File: src/rtl/mem_port_arbiter.sv
// mem_port_arbiter
//   Shares one unified instruction/data memory between two requesters.
//   Port 0 is the CPU. Port 1 is the loader/debug master.
//   Accesses are serialised through IDLE -> ACC -> RESP using a req/ack
//   handshake, and arbitration is either round-robin or fixed CPU priority.
//
// Ports
//   clk, rst          clock; synchronous active-high reset
//   mN_req/we/addr/wdata
//                     requester N; all four are held stable until mN_ack
//   mN_ack            one-cycle completion pulse, issued in RESP
//   mN_rdata          read data register, loaded at the end of ACC
//   mem_addr/wdata/read/write
//                     memory side; all zero outside ACC
//   mem_rdata         combinational read data from the memory
//   busy              high whenever the FSM is not IDLE
//   grant_id          port that owns the current (or last) transaction
module mem_port_arbiter #(
    parameter int ADDR_W    = 32,
    parameter int DATA_W    = 32,
    parameter bit FIXED_PRI = 1'b0
) (
    input  logic              clk,
    input  logic              rst,
    input  logic              m0_req,
    input  logic              m0_we,
    input  logic [ADDR_W-1:0] m0_addr,
    input  logic [DATA_W-1:0] m0_wdata,
    output logic              m0_ack,
    output logic [DATA_W-1:0] m0_rdata,
    input  logic              m1_req,
    input  logic              m1_we,
    input  logic [ADDR_W-1:0] m1_addr,
    input  logic [DATA_W-1:0] m1_wdata,
    output logic              m1_ack,
    output logic [DATA_W-1:0] m1_rdata,
    output logic [ADDR_W-1:0] mem_addr,
    output logic [DATA_W-1:0] mem_wdata,
    output logic              mem_read,
    output logic              mem_write,
    input  logic [DATA_W-1:0] mem_rdata,
    output logic              busy,
    output logic              grant_id
);

    typedef enum logic [1:0] {IDLE, ACC, RESP} state_t;

    state_t state, state_nxt;
    logic   gnt_q, gnt_nxt, grant_fire;
    logic   last_q;   // last-granted port; starts at 1 so port 0 wins the first tie
    logic   acc_we;

    assign acc_we   = gnt_q ? m1_we : m0_we;
    assign grant_id = gnt_q;

    // State register
    always_ff @(posedge clk) begin
        if (rst) begin
            state    <= IDLE;
            gnt_q    <= 1'b0;
            last_q   <= 1'b1;
            m0_rdata <= '0;
            m1_rdata <= '0;
        end else begin
            state <= state_nxt;
            if (grant_fire) begin
                gnt_q  <= gnt_nxt;
                last_q <= gnt_nxt;
            end
            // Read data is captured only on reads; on a write it keeps its old value.
            if (state == ACC && !acc_we) begin
                if (gnt_q) m1_rdata <= mem_rdata;
                else       m0_rdata <= mem_rdata;
            end
        end
    end

    // Next-state logic
    always_comb begin
        state_nxt  = state;
        gnt_nxt    = gnt_q;
        grant_fire = 1'b0;
        case (state)
            IDLE: begin
                if (m0_req || m1_req) begin
                    state_nxt  = ACC;
                    grant_fire = 1'b1;
                    if (m0_req && m1_req) gnt_nxt = FIXED_PRI ? 1'b0 : ~last_q;
                    else                  gnt_nxt = m1_req;
                end
            end
            ACC: state_nxt = RESP;
            RESP: begin
                // Only the other port can be granted here. That alternates the
                // ports under contention and keeps port 1 alive under FIXED_PRI.
                if (gnt_q ? m0_req : m1_req) begin
                    state_nxt  = ACC;
                    grant_fire = 1'b1;
                    gnt_nxt    = ~gnt_q;
                end else begin
                    state_nxt = IDLE;
                end
            end
            default: state_nxt = IDLE;
        endcase
    end

    // Output logic
    always_comb begin
        mem_addr  = '0;
        mem_wdata = '0;
        mem_read  = 1'b0;
        mem_write = 1'b0;
        if (state == ACC) begin
            mem_addr  = gnt_q ? m1_addr  : m0_addr;
            mem_wdata = gnt_q ? m1_wdata : m0_wdata;
            // Gating with rst keeps a reset that lands in ACC from committing a write.
            mem_write = acc_we  & ~rst;
            mem_read  = ~acc_we & ~rst;
        end
        m0_ack = (state == RESP) && !gnt_q;
        m1_ack = (state == RESP) &&  gnt_q;
        busy   = (state != IDLE);
    end

endmodule
File: config.mk
export PLATFORM = sky130hd
export DESIGN_NAME = mem_port_arbiter
export DESIGN_NICKNAME = d
export VERILOG_FILES = /design/src/rtl/mem_port_arbiter.sv
export SDC_FILE = /design/constraint.sdc
export NUM_CORES = 1
export LEC_CHECK = 0
export BUFFER_PORTS_ARGS = -buffer_cell sky130_fd_sc_hd__buf_2
export CORE_ASPECT_RATIO = 0.75
export CORE_MARGIN = 10
export CORE_UTILIZATION = 35
export DETAILED_ROUTE_END_ITERATION = 8
export HOLD_SLACK_MARGIN = 0.15
export PLACE_DENSITY_LB_ADDON = 0.12
export SLEW_MARGIN = 20
export SYNTH_ARGS = -nofsm -noshare
export SYNTH_HDL_FRONTEND = slang
export SYNTH_SLANG_ARGS = --single-unit
export TNS_END_PERCENT = 1
File: constraint.sdc
create_clock -name clk -period 1.8 [get_ports clk]
set_clock_uncertainty 0.2 [all_clocks]
set_input_delay 0.27 -clock clk [delete_from_list [all_inputs] [get_ports clk]]
set_output_delay 0.27 -clock clk [all_outputs]
set_load 0.1 [all_outputs]
* Word level (Yosys, flattened, before mapping)
Index checks and enable logic that the tools add are counted.
** Operators by class
- Equality and inequality tests :: 3
- Muxes and demuxes :: 18
- Bitwise operators :: 6
- Reductions and logical operators :: 11
** Operators by type and width (number)
- 32-bit two-way mux :: 4
- 1-bit two-way mux :: 10
- 2-bit one-hot mux with 3 select lines :: 1
- 1-bit logical AND :: 4
- 1-bit NOT :: 4
- 1-bit one-hot mux with 2 select lines :: 2
- 2-bit AND reduction :: 2
- 1-bit AND :: 2
- 2-bit by 1-bit equality test with 1-bit output (second input constant) :: 1
- 2-bit equality test (second input constant) :: 1
- 1-bit zero test :: 2
- 2-bit zero test :: 1
- 2-bit two-way mux :: 1
- 2-bit inequality test (second input constant) :: 1
- 2-bit nonzero test :: 1
- 1-bit logical OR :: 1
** Word-level totals
- Register bits :: 68
- Input port bits :: 166
- Output and inout bits :: 134
- Word-level logic and storage cells :: 43

* Depth between registers and ports, before layout
- Word-level depth :: 4
- Gate-level depth with buffers :: 6
- Mapped depth without buffers :: 3

* Worst setup path before layout
Ideal clock, no wire load.
- Path type :: register -> output
- Start point :: reg gnt_q, in the netlist grant_id
- End point :: out mem_write
- Data arrival time :: 3.521 ns
- Data required time :: 1.330 ns
- Setup slack :: -2.191 ns
- Cell stages (with the launch flop) :: 5
- Buffers on the path :: 2
- Path through :: dfxtp_1 buf_6 buf_2 mux2i_1 nor3_1
** On the way
- Longest elaborated chain between the ends :: 3
** RTL lines
- start: declaration :: RTL line 49 : logic gnt_q, gnt_nxt, grant_fire;
- start signal: assignment :: RTL line 67 : gnt_q <= gnt_nxt;
- 1-bit two-way mux :: RTL line 53 : assign acc_we = gnt_q ? m1_we : m0_we;
- 1-bit AND :: RTL line 118 : mem_write = acc_we & ~rst;
- 1-bit two-way mux :: RTL line 114 : if (state == ACC) begin
- end: declaration :: RTL line 40 : output logic mem_write,
No other way between the ends.

* Worst setup path after layout
- Start point :: reg gnt_q, in the netlist grant_id
- End point :: out mem_addr[11]
** On the way
- Longest elaborated chain between the ends :: 2
** RTL lines
- 32-bit two-way mux :: RTL line 115 : mem_addr = gnt_q ? m1_addr : m0_addr;
- 32-bit two-way mux :: RTL line 114
- end: declaration :: RTL line 37 : output logic [ADDR_W-1:0] mem_addr,
No other way between the ends.

==> results.yml <==
timing:
  min_period_over_period_pct: 114.2
  fin_crit_ps: 2055
  slew_headroom_pct: 65.11
  max_freq_ghz: 0.4867
  timing.setup.tns_ps: -16070
  rsz0062_at_grt: "true"
  hold_viol: 0
  setup_violations: 100
  slew_violations: 0
  tightest_slew_ps: 527.0
  setup_slack_ps: -254.8
cts:
  insertion_delay_ps: 320
  clock_path_buffers: 2
  htree_levels: 3
  cts_tree: "yes"
  numCtsBuffers: 9
  cts-root-buf: "clkbuf_16"
  cts_sinks: 68
  clk_pin_slew_worst_paths_ps: 60
outcome:
  violations: "setup timing"
  status: "finished, violations left"
detailed_routing:
  first_iter_violations: 231
  via_per_inst: 4.954
  drt_wl_total_mm: 19.22
  dr_total_vias: 4592
  antenna_left: 0
  drt_first_pass_iters: 5
  drc: 0
  routedWlPerCell_um: 20.73
die:
  fp.dieW_um: 134.4
  start_util_pct: 35.70
  core_um2: 9619
  die_h_um: 105.8
  dieArea_um2: 14220
  fp-row-count: 31
  io_pins: 300
synthesis:
  synth-seq-area-share_pct: 39.64
  ys_types: 23
  syn-num-nets: 620
  ys_ff_latch: 68
  ys_warn_count: 0
  synth_area_um2: 3435
  netlist_instances: 454
  synth_area_per_cell_um2: 7.565
placed_design:
  place_congestion: 0.8177
  placedCellCount: 867
  dp_hpwl_mm: 13.62
  io_buffer_count: 299
setup_path:
  crit_arrival_ps: 1580
  r2r_slack_ps: -130
  crit_type: "flip-flop to output port"
  cp-end-kind: "output port"
  reg2reg_to: "m0_rdata[5]"
  rr_worst_depth: 6
  cp.required_ps: 1330
  endpoint: "mem_addr[11]"
  crit_fanout: 16
  start_kind: "flip-flop"
  crit_start: "grant_id"
  r2r-start: "grant_id"
global_route:
  overflow: 0
  grt_pass1_wl_mm: 27.43
  gr-usage-all-layers_pct: 24.07
  grt_start_max_net_pins: 45
  grt_pass1_vias: 4896
  antenna_found_initial: 1
pwr:
  power_density_nw_per_um2: 799.0
  leakagePower_nw: 3.327
  ir_drop_v: 0.0004713
layout:
  area_growth_pct: 137.7
  final_layout_size_suffix_gt1_share_pct: 60.71
  seqCellArea_um2: 1368
  nFillCells: 530
  finalNonFillerCells: 927
  final_cell_mix: "buf_2 (229), nand2_1 (129), buf_12 (83)"
  fin_nets: 955
  multi_input_comb_area_um2: 2959
  final_common_cell: "buf_2"
hold_path:
  worstHoldPathType: "flip-flop to flip-flop"
flow_run:
  maxCapViolCount: 0
cells in the mapped netlist:
cell	count	share of area, %
or4b_1	1	0.29
nor3_1	3	0.44
buf_1	2	0.22
mux2i_1	66	19
dfxtp_1	68	40
nand3b_1	1	0.22
nor2_1	68	7.4
nand4bb_1	1	0.33
clkbuf_1	14	1.5
or2_1	1	0.18
inv_1	2	0.22
a221o_1	1	0.29
buf_4	1	0.22
a21oi_1	65	9.5
nor4b_2	1	0.44
nand2b_1	3	0.55
a2111oi_0	1	0.26
buf_6	4	1.3
nand2_1	129	14
and4bb_1	1	0.36
o221a_1	1	0.33
and2_1	1	0.18
buf_2	19	2.8
how the worst min path moves through the flow:
| stage | start | end | slack [ps] | cells after the start |
|---|---|---|---|---|
| 2_1_floorplan | mem_rdata[10] | m0_rdata[10] | 210 | 2 |
| 5_1_grt | rst | m0_rdata[18] | 270 | 3 |
| 3_5_place_dp | m1_rdata[16] | m1_rdata[16] | 240 | 2 |
| 4_1_cts | rst | m1_rdata[20] | 250 | 3 |
| 3_3_place_gp | m0_rdata[6] | m0_rdata[6] | 240 | 2 |
| 6_report | m1_rdata[10] | m1_rdata[10] | 250 | 2 |
critical path, cell delays in order, from the launching register on:
cell     delay, ps
dfxtp_4        350
buf_12         140
buf_16         190
mux2i_2        300
nor2_4          80
buf_12         170
flip-flops by register name, summed over array words and instances (netlist names):
register / flops
last_q: 1
m0_rdata: 32
state: 2
m1_rdata: 32
grant_id: 1
routing by layer:
| layer | wire (µm) | global-route usage, % |
|---|---|---|
| met5 | 0 | 0 |
| met2 | 10690 | 45.19 |
| met1 | 6368 | 23.87 |
| met4 | 497 | 7.442 |
| met3 | 1666 | 9.345 |
where the power goes:
| group | internal, mW | switching [mW] |
|---|---|---|
| Sequential | 1.55 | 0.0311 |
| Clock | 1.21 | 0.635 |
| Combinational | 1.17 | 1.92 |
| Total | 3.94 | 2.59 |
through the flow:
| step | power, mW | hold slack (ps) | setup slack, ps | cell area (µm²) | util [%] |
|---|---|---|---|---|---|
| finish | 6.522 | 248.8 | -254.8 | 8163 | 84.86 |
| global route | 6.738 | 266.4 | -292.6 | 8163 | 84.86 |
| CTS | 6.331 | 246.5 | -247.7 | 7731 | 80.37 |
| detailed placement | 4.249 | 243.0 | 67.83 | 6764 | 70.32 |
| global placement | 4.214 | 238.6 | 108.5 | 6764 | 70.32 |
| floorplan | 3.336 | 206.0 | -383.2 | 3971 | - |
cell families after synthesis:
family,Yosys count,synth area share (%)
buffers and inverters,42,6.266
AND/OR/NAND/NOR,210,24.52
AO/OA/AOI/OAI,68,10.35
multiplexers,66,19.23
flip-flops,68,39.64
final cells by class:
cell class,instances,area share [%]
timing repair buffer,364,40.96
antenna,1,0.03066
clock inverter,6,1.088
multi-input combinational,344,36.25
clock buffer,10,2.805
tap,132,2.023
sequential,68,16.75
inverter,2,0.09197
timing repair:
action / in CTS / in global routing
pin swaps: 4 / 8
hold buffers: 35 / 0
gates cloned: 1 / 1
endpoints found under the setup margin: 68 / 100
endpoints found under the hold margin: 67 / 0
buffers inserted: 2 / 4
gates resized for setup: 62 / 54
No activity file was read; power rests on OpenSTA's default activity.
